**src/rtl/mem_refill_arbiter.sv**
```systemverilog
// Memory-port arbiter for I-cache refills and D-cache refills/writebacks.
// One line burst at a time; round-robin on ties, beats forwarded combinationally.
module mem_refill_arbiter #(
    parameter int ADDR_WIDTH = 32,
    parameter int DATA_WIDTH = 32,
    parameter int LINE_WORDS = 4
) (
    input  logic                  clk,
    input  logic                  rst_n,
    input  logic                  ic_req_valid,
    input  logic [ADDR_WIDTH-1:0] ic_req_addr,
    output logic                  ic_req_ready,
    output logic                  ic_rsp_valid,
    output logic [DATA_WIDTH-1:0] ic_rsp_data,
    output logic                  ic_rsp_last,
    input  logic                  dc_req_valid,
    input  logic                  dc_req_write,
    input  logic [ADDR_WIDTH-1:0] dc_req_addr,
    output logic                  dc_req_ready,
    input  logic                  dc_wdata_valid,
    input  logic [DATA_WIDTH-1:0] dc_wdata,
    output logic                  dc_wdata_ready,
    output logic                  dc_rsp_valid,
    output logic [DATA_WIDTH-1:0] dc_rsp_data,
    output logic                  dc_rsp_last,
    output logic                  mem_req_valid,
    output logic                  mem_req_write,
    output logic [ADDR_WIDTH-1:0] mem_req_addr,
    input  logic                  mem_req_ready,
    output logic                  mem_wdata_valid,
    output logic [DATA_WIDTH-1:0] mem_wdata,
    input  logic                  mem_wdata_ready,
    input  logic                  mem_rdata_valid,
    input  logic [DATA_WIDTH-1:0] mem_rdata,
    output logic                  busy
);
    localparam int CNT_W = $clog2(LINE_WORDS);
    localparam logic [CNT_W-1:0] LAST_BEAT = CNT_W'(LINE_WORDS - 1);
    localparam logic OWN_I = 1'b0;
    localparam logic OWN_D = 1'b1;

    typedef enum logic [1:0] {ST_IDLE, ST_ADDR, ST_READ, ST_WRITE} state_t;

    state_t                r_state;
    state_t                w_next_state;
    logic                  r_owner;
    logic                  r_is_write;
    logic                  r_rr_last;
    logic [ADDR_WIDTH-1:0] r_addr_q;
    logic [CNT_W-1:0]      r_beat_cnt;

    logic w_any_req;
    logic w_grant_d;
    logic w_rd_beat;
    logic w_wr_beat;
    logic w_last_beat;

    // On a tie the requester that did not win last time gets the port.
    assign w_any_req   = ic_req_valid | dc_req_valid;
    assign w_grant_d   = dc_req_valid & (~ic_req_valid | (r_rr_last == OWN_I));
    assign w_rd_beat   = (r_state == ST_READ) & mem_rdata_valid;
    assign w_wr_beat   = (r_state == ST_WRITE) & dc_wdata_valid & mem_wdata_ready;
    assign w_last_beat = (r_beat_cnt == LAST_BEAT);

    always_ff @(posedge clk or negedge rst_n) begin
        if (!rst_n) begin
            r_state <= ST_IDLE;
        end else begin
            r_state <= w_next_state;
        end
    end

    always_ff @(posedge clk or negedge rst_n) begin
        if (!rst_n) begin
            r_owner    <= OWN_I;
            r_is_write <= 1'b0;
            r_rr_last  <= OWN_I;
            r_addr_q   <= '0;
            r_beat_cnt <= '0;
        end else begin
            if ((r_state == ST_IDLE) && w_any_req) begin
                r_owner    <= w_grant_d;
                r_is_write <= w_grant_d & dc_req_write;
                r_addr_q   <= w_grant_d ? dc_req_addr : ic_req_addr;
                r_rr_last  <= w_grant_d;
            end
            if ((r_state == ST_ADDR) && mem_req_ready) begin
                r_beat_cnt <= '0;
            end else if (w_rd_beat || w_wr_beat) begin
                r_beat_cnt <= r_beat_cnt + 1'b1;
            end
        end
    end

    always_comb begin
        w_next_state = r_state;
        case (r_state)
            ST_IDLE:  if (w_any_req) w_next_state = ST_ADDR;
            ST_ADDR:  if (mem_req_ready) w_next_state = r_is_write ? ST_WRITE : ST_READ;
            ST_READ:  if (w_rd_beat && w_last_beat) w_next_state = ST_IDLE;
            ST_WRITE: if (w_wr_beat && w_last_beat) w_next_state = ST_IDLE;
            default:  w_next_state = ST_IDLE;
        endcase
    end

    always_comb begin
        ic_req_ready    = 1'b0;
        ic_rsp_valid    = 1'b0;
        ic_rsp_data     = '0;
        ic_rsp_last     = 1'b0;
        dc_req_ready    = 1'b0;
        dc_wdata_ready  = 1'b0;
        dc_rsp_valid    = 1'b0;
        dc_rsp_data     = '0;
        dc_rsp_last     = 1'b0;
        mem_req_valid   = 1'b0;
        mem_req_write   = 1'b0;
        mem_req_addr    = '0;
        mem_wdata_valid = 1'b0;
        mem_wdata       = '0;
        busy            = (r_state != ST_IDLE);
        case (r_state)
            ST_ADDR: begin
                mem_req_valid = 1'b1;
                mem_req_write = r_is_write;
                mem_req_addr  = r_addr_q;
                ic_req_ready  = mem_req_ready & (r_owner == OWN_I);
                dc_req_ready  = mem_req_ready & (r_owner == OWN_D);
            end
            ST_READ: begin
                if (r_owner == OWN_D) begin
                    dc_rsp_valid = w_rd_beat;
                    dc_rsp_data  = w_rd_beat ? mem_rdata : '0;
                    dc_rsp_last  = w_rd_beat & w_last_beat;
                end else begin
                    ic_rsp_valid = w_rd_beat;
                    ic_rsp_data  = w_rd_beat ? mem_rdata : '0;
                    ic_rsp_last  = w_rd_beat & w_last_beat;
                end
            end
            ST_WRITE: begin
                mem_wdata_valid = dc_wdata_valid;
                mem_wdata       = dc_wdata;
                dc_wdata_ready  = mem_wdata_ready;
                dc_rsp_last     = w_wr_beat & w_last_beat;
            end
            default: ;
        endcase
    end
endmodule

```
**config.mk**
```make
export PLATFORM = sky130hd
export DESIGN_NAME = mem_refill_arbiter
export DESIGN_NICKNAME = d
export VERILOG_FILES = /design/src/rtl/mem_refill_arbiter.sv
export SDC_FILE = /design/constraint.sdc
export NUM_CORES = 1
export LEC_CHECK = 0
export CAP_MARGIN = 5
export CORE_AREA = 2 2 107 109
export DETAILED_ROUTE_END_ITERATION = 8
export DIE_AREA = 0 0 109 111
export GPL_TIMING_DRIVEN = 1
export PLACE_DENSITY = 0.83
export SLEW_MARGIN = 20
export SYNTH_ARGS = -nofsm -noshare
export SYNTH_HDL_FRONTEND = slang
export SYNTH_SLANG_ARGS = --single-unit
```
**constraint.sdc**
```tcl
create_clock -name clk -period 2 [get_ports clk]
set_input_delay 0.3 -clock clk [delete_from_list [all_inputs] [get_ports clk]]
set_output_delay 0.3 -clock clk [all_outputs]
set_load 0.02 [all_outputs]
```
# Word level (Yosys, flattened, before mapping)
# Index checks and enable logic that the tools add are counted.
# classes
addsub	1
n_eq_ne	8
mux	30
n_bitwise	13
reduce_logical	9
# op_table
op	n
32-bit two-way mux	8
1-bit two-way mux	14
2-bit two-way mux	6
1-bit bitwise AND	9
2-bit case mux with 4 select lines	1
2-bit == test, second input constant	3
1-bit logical AND	4
2-bit by 1-bit != test with 1-bit output, second input constant	2
2-bit != test, second input constant	2
4-bit AND reduction	1
2-bit nonzero test	2
2-bit by 1-bit adder with 2-bit output, second input constant	1
2-bit by 1-bit == test with 1-bit output, second input constant	1
2-bit zero test	1
1-bit NOT	2
1-bit bitwise OR	2
1-bit case mux with 2 select lines	1
1-bit logical OR	1
# totals
ff_bits	38
in_bits	137
word_cells	66

# Depth between registers and ports, before layout
# Gate-level depths: netlist of run 1.
# depth
ltp_word	6
ltp_mapped	6
depth_no_buf	4

# Least setup slack after synthesis of run 1
# OpenSTA, ideal clock, no wires.
# synth_path
path_type	register to output
from	register r_state[0]
to	output ic_rsp_data[22]
arrival_ns	1.479
required_time_ns	1.700
setup_slack_ns	0.221
path_stages_with_launch	5
n_path_buf	1
path_cell_list	dfrtp_1 nand2b_1 nor3_2 clkbuf_1 and2_1
# synth_via
elab_chain_len	5
# synth_rtl
element	line	text
from (decl)	44	state_t r_state;
from (signal assigned)	69	r_state <= w_next_state;
2-bit == test (*)	61, 122	
1-bit bitwise AND	61	assign w_rd_beat = (r_state == ST_READ) & mem_rdata_valid;
32-bit two-way mux	137	ic_rsp_data = w_rd_beat ? mem_rdata : '0;
32-bit two-way mux	131	if (r_owner == OWN_D) begin
32-bit two-way mux (*)	122	case (r_state)
to (decl)	14	output logic [DATA_WIDTH-1:0] ic_rsp_data,
# Mark *: on every way between the ends. The rest lies on a longest branch, timed or not.

# Worst setup path after layout of run 1
# layout_path
from	register r_state[0]
to	output dc_rsp_last
# layout_via
elab_chain_len	5
word_cells_on_any_way	9
# layout_rtl
element	line	text
2-bit == test (on tied branches)	62, 122, 61	
1-bit bitwise AND (on tied branches)	62, 61	
1-bit bitwise AND (on tied branches)	62, 134	
1-bit bitwise AND / 1-bit two-way mux (equally long branches)	145, 131	
1-bit case mux with 2 select lines (*)	122	
to (decl)	25	output logic dc_rsp_last,
# Marked as above.

==> results of run 1 <==
==> logic make-up after synthesis <==
kind of cell	share of synthesized area (%)
AND/OR/NAND/NOR	31.2
flip-flops	32.0
buffers and inverters	5.27
AO/OA/AOI/OAI	3.16
adder cells (fa/ha/maj)	0.421
multiplexers	27.9
==> sequential cells by signal, summed over array words and instances (netlist names) <==
name,count
r_rr_last,1
r_state,2
r_addr_q,32
r_beat_cnt,2
r_is_write,1
==> worst max-delay path: cells and delay by family, from the launching register on <==
kind / cells / cell delay, ps
compound gates: 1 / 130
buf+inv: 3 / 640
flops: 1 / 420
simple gates: 2 / 230
==> layout make-up <==
class / instances / share of cell area (%)
tap: 143 / 3.10
inverter: 4 / 0.260
clock inverter: 2 / 0.238
clock buffer: 6 / 2.23
timing repair buffer: 306 / 44.9
multi-input combinational: 230 / 32.7
antenna: 2 / 0.0867
sequential: 38 / 16.5
==> power by group <==
part	switching (mW)	leakage (nW)	total (mW)	internal, mW
Sequential	0.207	0.452	1.37	1.16
Clock	0.292	0.0708	0.754	0.462
Combinational	1.88	2.45	3.74	1.86
==> stage by stage <==
step | hold slack, ps | instances | utilization (%) | instance area (um2) | worst slack [ps]
6_report | 148 | 731 | 52.1 | 5770 | 7.94
5_1_grt | 212 | 731 | 52.1 | 5770 | -66.2
4_1_cts | 171 | 724 | 53.6 | 5930 | -11.9
3_5_place_dp | 467 | 716 | 54.2 | 6010 | -394
3_3_place_gp | 457 | 716 | 54.2 | 6010 | -339
2_1_floorplan | 4.41 | 298 | - | 2970 | 221
==> per-layer routing <==
| metal | GRT usage, % | wire [um] | up-vias |
|---|---|---|---|
| met2 | 34.5 | 6200 | 161 |
| li1 | - | - | 1584 |
| met3 | 4.17 | 984 | 12 |
| met1 | 18.2 | 4130 | 1524 |
| met5 | 0 | 0 | - |
| met4 | 6.07 | 246 | 0 |
==> path summary, 6_finish.rpt <==
kind	start	end	slack [ps]	depth (start not counted)
hold / removal	rst_n	r_addr_q[15]$_DFFE_PN0P_	150	1
setup / recovery	r_state[0]$_DFFE_PN0P_	dc_rsp_last	8	6
min in group clk	r_addr_q[16]$_DFFE_PN0P_	r_addr_q[16]$_DFFE_PN0P_	500	1
setup reg to reg	r_state[1]$_DFFE_PN0P_	r_addr_q[26]$_DFFE_PN0P_	180	6
hold reg to reg	r_addr_q[16]$_DFFE_PN0P_	r_addr_q[16]$_DFFE_PN0P_	500	1
max in group asynchronous	rst_n	r_beat_cnt[0]$_DFFE_PN0P_	1290	1
==> cell usage in the layout (no fill, tap or decap), drive strengths merged, types with 2 or more instances in the layout <==
cell and n:
buf 82, a21oi 4, inv 4, nand2 4, diode 2, clkdlybuf4s50 134, clkdlybuf4s15 4, nor2b 2
and3 36, dfrtp 38, dlygate4sd2 37, o211ai 2, clkinv 2, clkbuf 54, nand3 5, and2 98
mux2 64, nor3 3
==> repair_timing <==
item                                   in CTS  in global routing
gates cloned                                0                  2
setup buffers                               0                  3
hold buffers                                0                  0
endpoints found under the hold margin       0                  0
gates resized for setup                   287                107
setup endpoints to repair                 135                 70
==> results.cfg, run 1 <==
[critical_path]
cp_max_fo = 4
required_ps = 1700
worst_setup_path_start_kind = flop
critPathMostFrequentCell = buf_4
path_cells = buf_4 > nor2b_2 > nand3_1 > buf_4 > a21oi_1 > clkdlybuf4s15_1
worst-endpoint-arrival_ps = 1690
crit_path_end_kind = output port
crit_type = flop to output port
slowest_stage = dfrtp_1
critPathMaxStageDelay_ps = 420

[routing]
drc_errors = 0
wirelength_mm = 11.6
num_vias = 3281
vias_per_cell = 4.49
ant_nets = 0
drtIter0Drc = 95
post_drt_wl_per_cell_um = 15.8
first_pass_iters = 4

[sta]
worst_pin_slew_ps = 889
hold_violations = 0
finalCritPeriodShare_pct = 99.6
finClkSkew_ps = 8.58
max_freq_ghz = 0.502
slew_violations = 0
period_needed_ps = 1990
setup_viol = 0
fin_tns_setup_ps = 0
max-slew-margin-rel_pct = 40.7
rsz0062_at_grt = yes

[cells_and_area]
nFillCells = 1026
layout.nets = 723
multi_input_area_um2 = 1890
area_delta_synth_final_pct = 94.4
drive_gt1_share_pct = 35.8
regArea_um2 = 951

[clock_tree]
clock_latency_ps = 280
cts_max_level = 2
clockBufferDepth = 2
root_buffer = clkbuf_16
path_clk_slew_ps = 60
cts.sinks = 38
cts_tree = done
numCtsBuffers = 5

[power_and_ir_drop]
power.leakage_nw = 2.97
peakVddDrop_v = 0.000483
p_per_area_nw_per_um2 = 1020
p_total_mw = 5.87

[global_routing]
grt_pass1_vias = 3327
grt.overflow.total = 0
grt_antenna_before_repair = 2
grt_pass1_wl_mm = 16.7
grt_use_total_pct = 17.9
grt_max_degree = 39

[floorplanning]
die_x_um = 109
rows = 39
die_area_um2 = 12100
fp.dieH_um = 111
initial_core_util_pct = 26.8
core_um2 = 11100
num_io_pins = 276

[run_status]
status = complete, no violations

[yosys]
synth_most_common_cell = and2_1
synthDistinctLibCells = 29
yosysWarnings = 0
syn_inst = 298
ys_seq_area_share_pct = 32.0
synth_async_sr_flop_share_pct = 100
syn_area_um2 = 2970
synth-main-ff-cell = dfrtp_1
synth.top_cell.area_share_pct = 32.0
synth_common_cells = 98 x and2_1, 38 x dfrtp_1, 36 x and3_1, 35 x mux2_2, 29 x mux2_4
synth-edff-count = 0
synth-seq-cells = 38
synth_fp_nets = 436
synth.area.top_cells = dfrtp_1 32%, and2_1 21%, mux2_4 15%
syn_area_per_cell_um2 = 9.97
synth_top_area_cell = dfrtp_1

[worst_hold_path]
holdCritPathClass = primary input to asynchronous set/reset pin

[run]
drv_cap = 0

[placed_design]
io_buffers = 275
dp_hpwl_mm = 9.22
place.gp.congestion = 0.856
Power figures use the tool's default switching activity.
==> run 2, diff against run 1 <==
--- a/config.mk
+++ b/config.mk
@@ -7,6 +7,7 @@
 export LEC_CHECK = 0
 export CAP_MARGIN = 5
 export CORE_AREA = 2 2 107 109
+export CTS_CLUSTER_SIZE = 30
 export DETAILED_ROUTE_END_ITERATION = 8
 export DIE_AREA = 0 0 109 111
 export GPL_TIMING_DRIVEN = 1
==> results of run 2 <==
Same layout as run 1: the final DEF is identical, and so are final timing and power.
==> run 3, diff against run 2 <==
--- a/config.mk
+++ b/config.mk
@@ -5,6 +5,7 @@
 export SDC_FILE = /design/constraint.sdc
 export NUM_CORES = 1
 export LEC_CHECK = 0
+export ABC_CLOCK_PERIOD_IN_PS = 2000
 export CAP_MARGIN = 5
 export CORE_AREA = 2 2 107 109
 export CTS_CLUSTER_SIZE = 30
==> results of run 3 <==
Same layout as run 1: the final DEF is identical, and so are final timing and power.
